File: src/rtl/i2c_pkg.sv
// Shared types and constants for the I2C target register file.
// Holds the FSM state encoding and the bus-level ACK/NACK bit values.
package i2c_pkg;

   localparam int I2C_ADDR_WIDTH = 7;

   localparam logic ACK  = 1'b0;
   localparam logic NACK = 1'b1;

   typedef enum logic [3:0] {
      IDLE,
      ADDR,
      ADDR_ACK,
      PTR,
      PTR_ACK,
      WDATA,
      WDATA_ACK,
      RDATA,
      RDATA_ACK,
      WAIT_STOP
   } state_t;

endpackage

File: src/rtl/i2c_line_sync.sv
// Synchronizes SCL/SDA into the clk domain and decodes SCL edges plus
// START/STOP conditions as single-cycle pulses.
module i2c_line_sync (
   input  logic clk,
   input  logic rst_n,
   input  logic scl,
   input  logic sda,
   output logic scl_rise,
   output logic scl_fall,
   output logic start,
   output logic stop,
   output logic sda_s
);

   logic [1:0] scl_sync;
   logic [1:0] sda_sync;
   logic       scl_d;
   logic       sda_d;
   logic       scl_s;

   // NOTE: non-blocking assignments let each flop take the previous stage's
   // old value, which is what makes this a shift chain rather than a wire.
   always_ff @(posedge clk) begin
      if (!rst_n) begin
         scl_sync <= 2'b11;
         sda_sync <= 2'b11;
         scl_d    <= 1'b1;
         sda_d    <= 1'b1;
      end else begin
         scl_sync <= {scl_sync[0], scl};
         sda_sync <= {sda_sync[0], sda};
         scl_d    <= scl_sync[1];
         sda_d    <= sda_sync[1];
      end
   end

   assign scl_s    = scl_sync[1];
   assign sda_s    = sda_sync[1];
   assign scl_rise =  scl_s & ~scl_d;
   assign scl_fall = ~scl_s &  scl_d;
   // SCL must be steady high across the SDA transition to count as START/STOP.
   assign start    = scl_s & scl_d &  sda_d & ~sda_s;
   assign stop     = scl_s & scl_d & ~sda_d &  sda_s;

endmodule

File: src/rtl/i2c_target_regfile.sv
// I2C target exposing a byte-wide register file: address match, pointer
// write, burst write and auto-incrementing burst read.
module i2c_target_regfile
   import i2c_pkg::*;
#(
   parameter logic [I2C_ADDR_WIDTH-1:0] TARGET_ADDR = 7'h50,
   parameter int                        DEPTH       = 16
) (
   input  logic                     ACLK,
   input  logic                     ARESETn,
   input  logic                     SCL_IN,
   input  logic                     SDA_IN,
   output logic                     SDA_OE,
   output logic                     WR_STROBE,
   output logic [$clog2(DEPTH)-1:0] WR_ADDR,
   output logic [7:0]               WR_DATA,
   input  logic [$clog2(DEPTH)-1:0] HOST_RADDR,
   output logic [7:0]               HOST_RDATA,
   output logic                     BUSY
);

   localparam int AW = $clog2(DEPTH);

   state_t          state;
   state_t          state_nxt;
   logic [7:0]      shift;
   logic [7:0]      shift_in;
   logic [3:0]      bit_cnt;
   logic [AW-1:0]   ptr;
   logic            mack;
   logic [7:0]      regs [DEPTH];

   logic scl_rise;
   logic scl_fall;
   logic start;
   logic stop;
   logic sda_s;
   logic byte_done;
   logic ack_done;

   i2c_line_sync u_line_sync (
      .clk      (ACLK),
      .rst_n    (ARESETn),
      .scl      (SCL_IN),
      .sda      (SDA_IN),
      .scl_rise (scl_rise),
      .scl_fall (scl_fall),
      .start    (start),
      .stop     (stop),
      .sda_s    (sda_s)
   );

   assign shift_in  = {shift[6:0], sda_s};
   assign byte_done = scl_rise && (bit_cnt == 4'd7);
   // The 9th (ACK) clock ends on the fall after bit_cnt has reached 9.
   assign ack_done  = scl_fall && (bit_cnt == 4'd9);

   always_ff @(posedge ACLK) begin
      if (!ARESETn) state <= IDLE;
      else          state <= state_nxt;
   end

   // NOTE: state_nxt defaults to the current state before the case so every
   // path assigns it and no latch is inferred.
   always_comb begin
      state_nxt = state;
      if (stop) begin
         state_nxt = IDLE;
      end else if (start) begin
         state_nxt = ADDR;
      end else begin
         case (state)
            ADDR:      if (byte_done)
                          state_nxt = (shift_in[7:1] == TARGET_ADDR) ? ADDR_ACK : WAIT_STOP;
            ADDR_ACK:  if (ack_done)  state_nxt = shift[0] ? RDATA : PTR;
            PTR:       if (byte_done) state_nxt = PTR_ACK;
            PTR_ACK:   if (ack_done)  state_nxt = WDATA;
            WDATA:     if (byte_done) state_nxt = WDATA_ACK;
            WDATA_ACK: if (ack_done)  state_nxt = WDATA;
            RDATA:     if (scl_fall && bit_cnt == 4'd8) state_nxt = RDATA_ACK;
            RDATA_ACK: if (ack_done)  state_nxt = (mack == ACK) ? RDATA : WAIT_STOP;
            default:   state_nxt = state;
         endcase
      end
   end

   always_comb begin
      BUSY = (state != IDLE);
   end

   // NOTE: the register array is cleared by reset because an all-zero map
   // after ARESETn is externally visible behaviour.
   always_ff @(posedge ACLK) begin
      if (!ARESETn) begin
         shift     <= 8'h00;
         bit_cnt   <= 4'd0;
         ptr       <= '0;
         mack      <= NACK;
         SDA_OE    <= 1'b0;
         WR_STROBE <= 1'b0;
         WR_ADDR   <= '0;
         WR_DATA   <= 8'h00;
         for (int i = 0; i < DEPTH; i++) regs[i] <= 8'h00;
      end else begin
         WR_STROBE <= 1'b0;
         if (stop) begin
            SDA_OE <= 1'b0;
         end else if (start) begin
            SDA_OE  <= 1'b0;
            bit_cnt <= 4'd0;
         end else begin
            case (state)
               ADDR, PTR, WDATA: begin
                  if (scl_rise) begin
                     shift   <= shift_in;
                     bit_cnt <= bit_cnt + 4'd1;
                     if (bit_cnt == 4'd7 && state == PTR) ptr <= shift_in[AW-1:0];
                     if (bit_cnt == 4'd7 && state == WDATA) begin
                        regs[ptr] <= shift_in;
                        WR_STROBE <= 1'b1;
                        WR_ADDR   <= ptr;
                        WR_DATA   <= shift_in;
                        ptr       <= ptr + AW'(1);
                     end
                  end
               end
               ADDR_ACK, PTR_ACK, WDATA_ACK: begin
                  if (scl_rise && bit_cnt == 4'd8) bit_cnt <= 4'd9;
                  if (scl_fall && bit_cnt == 4'd8) SDA_OE <= 1'b1;
                  if (ack_done) begin
                     bit_cnt <= 4'd0;
                     SDA_OE  <= 1'b0;
                     if (state == ADDR_ACK && shift[0]) begin
                        shift  <= regs[ptr];
                        SDA_OE <= ~regs[ptr][7];
                     end
                  end
               end
               RDATA: begin
                  if (scl_rise) begin
                     bit_cnt <= bit_cnt + 4'd1;
                  end else if (scl_fall) begin
                     if (bit_cnt == 4'd8) begin
                        SDA_OE <= 1'b0;
                        ptr    <= ptr + AW'(1);
                     end else begin
                        shift  <= {shift[6:0], 1'b0};
                        SDA_OE <= ~shift[6];
                     end
                  end
               end
               RDATA_ACK: begin
                  if (scl_rise && bit_cnt == 4'd8) begin
                     mack    <= sda_s;
                     bit_cnt <= 4'd9;
                  end
                  if (ack_done) begin
                     bit_cnt <= 4'd0;
                     if (mack == ACK) begin
                        shift  <= regs[ptr];
                        SDA_OE <= ~regs[ptr][7];
                     end
                  end
               end
               default: ;
            endcase
         end
      end
   end

   assign HOST_RDATA = regs[HOST_RADDR];

endmodule

File: config.mk
export PLATFORM = sky130hd
export DESIGN_NAME = i2c_target_regfile
export DESIGN_NICKNAME = d
export VERILOG_FILES = /design/src/rtl/i2c_pkg.sv /design/src/rtl/i2c_line_sync.sv /design/src/rtl/i2c_target_regfile.sv
export SDC_FILE = /design/constraint.sdc
export NUM_CORES = 1
export LEC_CHECK = 0
export BUFFER_PORTS_ARGS = -buffer_cell sky130_fd_sc_hd__buf_4
export CORE_AREA = 2 2 144 146
export DETAILED_ROUTE_END_ITERATION = 12
export DIE_AREA = 0 0 146 148
export PLACE_DENSITY = 0.72
export SKIP_CTS_REPAIR_TIMING = 1
export SYNTH_ARGS = -nofsm -noshare
export SYNTH_HDL_FRONTEND = slang
export SYNTH_SLANG_ARGS = --single-unit
File: constraint.sdc
create_clock -name ACLK -period 3.35 [get_ports ACLK]
set_input_delay 0.67 -clock ACLK [delete_from_list [all_inputs] [get_ports ACLK]]
set_output_delay 0.67 -clock ACLK [all_outputs]
set_load 0.01 [all_outputs]
Yosys cells after proc, flatten, opt, wreduce, memory -nomap -nowiden. Memories as Yosys holds them, arrays and structs flattened. A register that Yosys moved wholly into a read port is not among the register bits. Cells that the tools add are included.

Register bits: 40. Bits in writable memories: 128. Input bits: 8. Logic and storage cells: 156. Memories kept: 1.

Memory list: regs (depth 16, width 8, rd ports 2, clocked after Yosys merged registers in 1, write ports 16, line i2c_target_regfile.sv:31) `logic [7:0] regs [DEPTH];`.

Add/subtract/negate cells: 2. Equal/unequal tests: 38. Muxes and demuxes: 55. Bitwise logic cells: 16. Reduce and logical (&&, ||, !) cells: 30.

Operators by type and width (number): $mux W4 (22); $mux W7 (8); $ne A2 B2 Y1 const B (14); $pmux W4 S7 (1); $pmux W7 S4 (1); $ne A3 B3 Y1 const B (8); $reduce_and A8 Y1 (3); $eq A4 B3 Y1 const B (5); $mux W1 (18); $pmux W4 S2 (2); $eq A4 B4 Y1 const B (3); $reduce_and A11 Y1 (1); $not A1 Y1 (9); $reduce_or A3 Y1 (3); $add A4 B1 Y4 const B (2); $eq A4 B2 Y1 const B (2); $mux W8 (1); $reduce_and A4 Y1 (2); $reduce_bool A4 Y1 (2); $reduce_bool A8 Y1 (1); $reduce_or A4 Y1 (2); $reduce_or A8 Y1 (1); $and A1 B1 Y1 (7); $eq A7 B7 Y1 const B (1); other kinds (13) (22).

Longest topological paths before layout. Gate-level depths: netlist of run 1.

Depth in word-level cells: 11. Gate-level depth with buffers: 9. Depth with buffers taken out: 7.

By module. A second synthesis of run 1 with hierarchy kept.

Cell total of the unflattened synthesis: 703. Area, all modules: 9236.4 sq um.

By module, submodules not included: i2c_target_regfile (instances 1, cells each 687, area an instance 9046.2 sq um, seq. area each 4604.4 sq um); i2c_line_sync (instances 1, cells each 16, area an instance 190.2 sq um, seq. area each 120.1 sq um).

Worst setup path after synthesis of run 1. No wires, ideal clock.

Path type: input-to-output. Start point: input HOST_RADDR[0]. End point: output HOST_RDATA[0]. Arrival: 2.212 ns. Required time: 2.680 ns. Slack: 0.468 ns. Cell stages on the path: 4. Buffers on the path: 2. Cells stage by stage: clkbuf_1 buf_2 mux4_2 mux4_2.

Word-level cells in the longest chain between the ends: 1.

RTL lines: start: declaration (line i2c_target_regfile.sv:17) `input logic [$clog2(DEPTH)-1:0] HOST_RADDR,`; $mem_v2 Z16 W8; end: declaration (line i2c_target_regfile.sv:18) `output logic [7:0] HOST_RDATA,`.

Every way passes these cells.

Worst setup path in the final report of run 1.
Start point: input HOST_RADDR[0]. End point: output HOST_RDATA[2].

The elaborated chain is that of the path after synthesis.

==> results of run 1 <==
-- metrics by stage --
step	instance area (µm²)	power [mW]	util [%]
5_1_grt	10550	5.685	52.65
3_5_place_dp	9975	3.602	49.78
4_1_cts	10550	5.500	52.65
2_1_floorplan	9494	3.253	-
6_report	10550	5.509	52.65
3_3_place_gp	9975	3.568	49.78
-- synth_stat cells, types with 3 or more instances --
| library cell | number | area (µm²) |
|---|---|---|
| and3_1 | 3 | 18.77 |
| nor4_2 | 3 | 37.54 |
| o211ai_1 | 3 | 22.52 |
| nand2b_1 | 29 | 181.4 |
| o21a_1 | 4 | 30.03 |
| a21oi_1 | 30 | 150.1 |
| o2111ai_1 | 3 | 26.28 |
| a2111oi_0 | 3 | 26.28 |
| nand2_1 | 46 | 172.7 |
| o31ai_1 | 3 | 22.52 |
| dfxtp_1 | 44 | 880.8 |
| mux2_2 | 4 | 45.04 |
| nor2b_1 | 4 | 25.02 |
| nand3b_1 | 3 | 22.52 |
| or3_1 | 4 | 25.02 |
| clkbuf_1 | 34 | 127.6 |
| nor3_1 | 15 | 75.07 |
| a31oi_1 | 3 | 18.77 |
| nor3b_1 | 4 | 30.03 |
| nand3_1 | 8 | 40.04 |
| inv_1 | 10 | 37.54 |
| nor2_1 | 16 | 60.06 |
| and3b_1 | 4 | 35.03 |
| nor3_2 | 12 | 120.1 |
| ha_1 | 7 | 87.58 |
| o21ai_0 | 9 | 45.04 |
| nor4_1 | 14 | 87.58 |
| and4b_1 | 3 | 30.03 |
| buf_1 | 3 | 11.26 |
| mux2i_1 | 17 | 170.2 |
| buf_4 | 8 | 60.06 |
| edfxtp_1 | 128 | 3844 |
| and2_1 | 120 | 750.7 |
| mux4_2 | 69 | 1554 |
| buf_2 | 16 | 80.08 |
| a211oi_1 | 15 | 112.6 |
-- worst reg2reg max path: stages (launching register included) --
cell	delay, ns
dfxtp_1	0.49
nand2b_1	0.20
nor2_1	0.27
nand3_2	0.31
buf_4	0.37
nor3_2	0.45
nand2b_1	0.45
-- logic make-up (layout without fill, tap and decap cells) --
kind of cell | count (synthesis) | in the layout | share of synthesized area, %
AND/OR/NAND/NOR | 302 | 302 | 19.57
adder cells (fa/ha/maj) | 7 | 7 | 0.9225
multiplexers | 90 | 90 | 18.63
flip-flops | 172 | 172 | 49.76
AO/OA/AOI/OAI | 97 | 97 | 7.393
buffers and inverters | 74 | 100 | 3.624
XOR/XNOR | 1 | 1 | 0.09227
-- flip-flops by register name, indices dropped and copies added, names as in the netlist, named ones only --
signal                flops
regs                    128
u_line_sync.scl_d         1
ptr                       4
WR_STROBE                 1
mack                      1
state                     4
WR_ADDR                   4
u_line_sync.sda_sync      2
u_line_sync.scl_sync      2
WR_DATA                   8
bit_cnt                   4
shift                     7
SDA_OE                    1
u_line_sync.sda_d         1
-- layout make-up --
class	count	area (µm²)
well taps	270	337.8
inverters	10	37.54
flip-flops and latches	172	4726
multi-input cells	497	4425
clock buffers	18	429.2
repair buffers	58	447.9
fillers	1709	9489
clock inverters	14	146.4
-- routing by layer --
metal	up-vias	track usage, %	part of all wire, %
met5	-	0	0
li1	2852	-	-
met1	3178	32.11	41
met4	0	6.359	1.8
met2	365	37.10	48
met3	35	4.907	9.1
-- final timing paths --
| path | cells past startpoint | slack, ns | end |
|---|---|---|---|
| worst max register to register | 6 | 0.46 | regs[13][1]$_SDFFCE_PN0P_ |
| worst min register to register | 1 | 0.40 | u_line_sync.sda_sync[1]$_SDFF_PN1_ |
| worst max-delay path | 5 | 0.33 | HOST_RDATA[2] |
| worst min-delay path | 1 | 0.40 | u_line_sync.sda_sync[1]$_SDFF_PN1_ |
-- power by group through the flow --
stage	Sequential, mW	Combinational (mW)	Clock (mW)
floorplan	2.49	0.759	0
global placement	2.64	0.926	0
detailed placement	2.65	0.953	0
CTS	2.60	0.959	1.94
global route	2.62	1.04	2.02
finish	2.61	0.971	1.93
==> metrics, run 1 <==
HP Class flop to flop; Max Root-Sink Buffers 2; run status finished, final reports clean; Port-buffer cells 30; antenna-violating nets left 0; Die Wd 146 µm; Async SR Flop Fraction 0%; Die Span Y 148 µm; part of the cycle the worst path needs 90.08%; Fin Hold WS approximately 0.40 ns; Final Non-Filler Cells just over 1000; CTS Buf Count 17; most common cell after layout, fill and taps aside edfxtp_1; final wirelength about 24000 µm; Rel. slew slack ~27%; clock network fraction of total power a little over a third; Pwr Density 522.2 nW/µm²; post-layout minimum cycle time 3.018 ns; Residual DRC 0; syn nets 758; Initial Util around 47%; CTS root buf clkbuf_16; worst path required time 2.68 ns; largest net degree at the start of global routing 36; synth unique cells 69; Mapped Area ~9500 µm²; r2r startpoint u_line_sync.scl_sync[1]$_SDFF_PN1_; most frequent cells in the layout 128 x edfxtp_1, 120 x and2_1, 69 x mux4_2; total negative slack 0 ns; Int Power 3.786 mW; Max Slew Vio Count 0; worst-path maximum fanout 17; layout cell share with drive strength beyond 1 24.84%; drt wl/cell 23.32 µm; clock sinks 172; GP Congestion between 0.8 and 0.9; CP delay by family, top multiplexers; sequential-to-total area share from yosys stat 49.76%; critical path cell sequence buf_4 -> buf_12 -> mux4_2 -> mux4_2 -> buf_4; Pre-antenna DRT Iters 5; EDFF count, synth about 130; DP HPWL 17790 µm; Max Freq about 330 MHz; # diodes 0; kind of critical path input port to output pin; vias per inst 6.189; endpoints failing setup 0; slowest stage cell on the critical path mux4_2; pre-CTS setup slack 0.3119 ns; CP startpoint HOST_RADDR[0]; DR iter-0 viols 801; Worst Tran Pin Value 1.094 ns; clock tree from TritonCTS done; Area Growth Syn to Fin 11.12%; Most used DFF post-synth edfxtp_1; Setup crit end kind output pin; final net count 771; CP max stage delay 0.51 ns; Critical path buffers and inverters 3; Synth Register Bits ~170; RSZ-0062 raised after global routing no; Worst-path clk slew ~0.070 ns; global route overflow 0; Logic pwr share 17.6%; worst vdd ir ~0.38 mV; initial antenna violation count 0; Die Area 21610 µm²; Worst Setup Start Kind input port; switch share 31.27%; Final Skew 0.01369 ns; PnR worst setup slack between 0.3 and 0.4 ns; Cells after Synth 743; yosys warns 0; first-pass GRT wire length 37630 µm; number of global-route vias before repair ~6300; H-tree levels 4; Worst EP arrival roughly 2.4 ns; hold_sp u_line_sync.sda_sync[0]$_SDFF_PN1_; GRT Util Overall 23.07%; Final Hold Viols 0; Sw Pwr ~1.7 mW; core region area 20040 µm²; Cells after DPL 1007; max_cap viols 0; Ports 31; leakage between 3 and 4 nW; row count 52; clock latency on the worst-skew pair ~0.44 ns; Synth Area per Inst approximately 13 µm²; Reg power frac 47.4%; vias post-DR around 6400
No activity file was read; power rests on OpenSTA's default activity.
==> run 2, diff against run 1 <==
- PLACE_DENSITY: 0.72 -> default
- TNS_END_PERCENT: default -> 30
==> metrics, run 2 (synthesis results as in run 1) <==
Regs by FF count regs (128), WR_DATA (8), shift (7); CTS root buf clkbuf_16; worst vdd ir 0.4492 mV; Util after Layout 53.05%; leakage 3.543 nW; Die Area 21610 µm²; clock sinks between 150 and 200; Die Span Y ~150 µm; Setup crit end kind output pin; largest net degree at the start of global routing between 40 and 50; H-tree levels 4; worst hold path depth 1; CTS Buf Count 17; initial antenna violation count 0; Fin Hold WS 0.4155 ns; Worst-path clk slew 0.07 ns; footprint of the multi-input gates 4425 µm²; row count between 50 and 60; GRT Util Overall 23.91%; run status finished, final reports clean; Worst EP arrival 2.35 ns; PnR worst setup slack around 0.33 ns; Pre-antenna DRT Iters 5; kind of critical path input port to output pin; reg2reg path depth 7; final net count 778; endpoints failing setup 0; most frequent cells in the layout 128 x edfxtp_1, 120 x and2_1, 69 x mux4_2; vias post-DR 6364; Max Slew Vio Count 0; antenna-violating nets left 0; global route overflow 0; Final Non-Filler Cells 1046; max_cap viols 0; worst path required time 2.68 ns; clock latency on the worst-skew pair 0.42 ns; Largest register FFs 128; part of the cycle the worst path needs 90.15%; Sequential Area 4726 µm²; Ports 31; total negative slack 0 ns; Die Wd 146 µm; number of global-route vias before repair 6327; hold worst-path end u_line_sync.sda_sync[1]$_SDFF_PN1_; GP Congestion 0.9076; clock tree from TritonCTS done; Cells after DPL 1014; Worst Tran Pin Value around 0.83 ns; drt wl/cell roughly 24 µm; Port-buffer cells 30; hold_sp u_line_sync.sda_sync[0]$_SDFF_PN1_; r2r startpoint bit_cnt[0]$_SDFFE_PN0P_; layout cell share with drive strength beyond 1 25.39%; DP HPWL 18210 µm; post-layout minimum cycle time 3.020 ns; most common cell after layout, fill and taps aside edfxtp_1; Pwr Density ~530 nW/µm²; Worst Setup Start Kind input port; HP Class flop to flop; pre-CTS setup slack 0.3301 ns; DR iter-0 viols 589; fill cell count ~1700; RSZ-0062 raised after global routing no; Final Hold Viols 0; internal reg-to-reg setup slack 0.68 ns; Max Freq 331.1 MHz; Rel. slew slack between 40 and 50%; worst-path maximum fanout 17; # diodes 0; Initial Util 47.38%; first-pass GRT wire length around 40000 µm; Max Root-Sink Buffers 2; core region area 20040 µm²; Residual DRC 0; vias per inst slightly above 6; final wirelength 25040 µm; RR Endpoint regs[0][1]$_SDFFCE_PN0P_; Final Skew 0.01076 ns; Area Growth Syn to Fin 11.97%; Biggest register regs
run 2: cell count changes in the layout (fill, tap and decap cells not counted), sizes merged:
cell	previous run	this run
buf	58	65
bufinv	0	2
clkbuf	18	21
clkinv	5	1
clkinvlp	1	2
inv	18	16
run 2: metrics by stage:
step / instance area [µm²] / total power [mW]
3_5_place_dp: 10030 / 3.617
3_3_place_gp: 10030 / 3.598
4_1_cts: 10630 / 5.628
5_1_grt: 10630 / 5.820
6_report: 10630 / 5.604
2_1_floorplan: 9494 / 3.253
run 2: metal layers:
layer  part of all wire [%]  wire (µm)  global-route usage (%)  up-vias
met5                      0          0                       0        -
met4                    1.9        485                   7.184        0
met3                    7.0       1745                   4.506       32
met2                     50      12640                   40.24      291
met1                     41      10170                   31.86     3176
li1                       -          -                       -     2865
run 2: power by group:
part / internal (mW) / switching (mW)
Sequential: 2.41 / 0.177
Clock: 1.18 / 0.852
Combinational: 0.396 / 0.596
run 2: worst max path at each step:
stage,endpoint,from,cells past startpoint
after floorplan,HOST_RDATA[0],HOST_RADDR[0],4
after global placement,HOST_RDATA[3],HOST_RADDR[0],5
after detailed placement,HOST_RDATA[3],HOST_RADDR[0],5
after CTS,HOST_RDATA[3],HOST_RADDR[0],5
after global routing,HOST_RDATA[3],HOST_RADDR[0],5
final,HOST_RDATA[3],HOST_RADDR[0],5
run 2: layout make-up:
type	instances	share of cell area, %
Inverter	10	0.3531
Clock inverter	11	1.236
Clock buffer	21	4.437
Tap cell	270	3.178
Timing Repair Buffer	65	4.708
Multi-Input combinational cell	497	41.63
Sequential cell	172	44.46
run 2: critical path: stages:
cell	delay, ns
buf_4	0.23
buf_12	0.22
mux4_2	0.53
mux4_2	0.51
buf_4	0.17
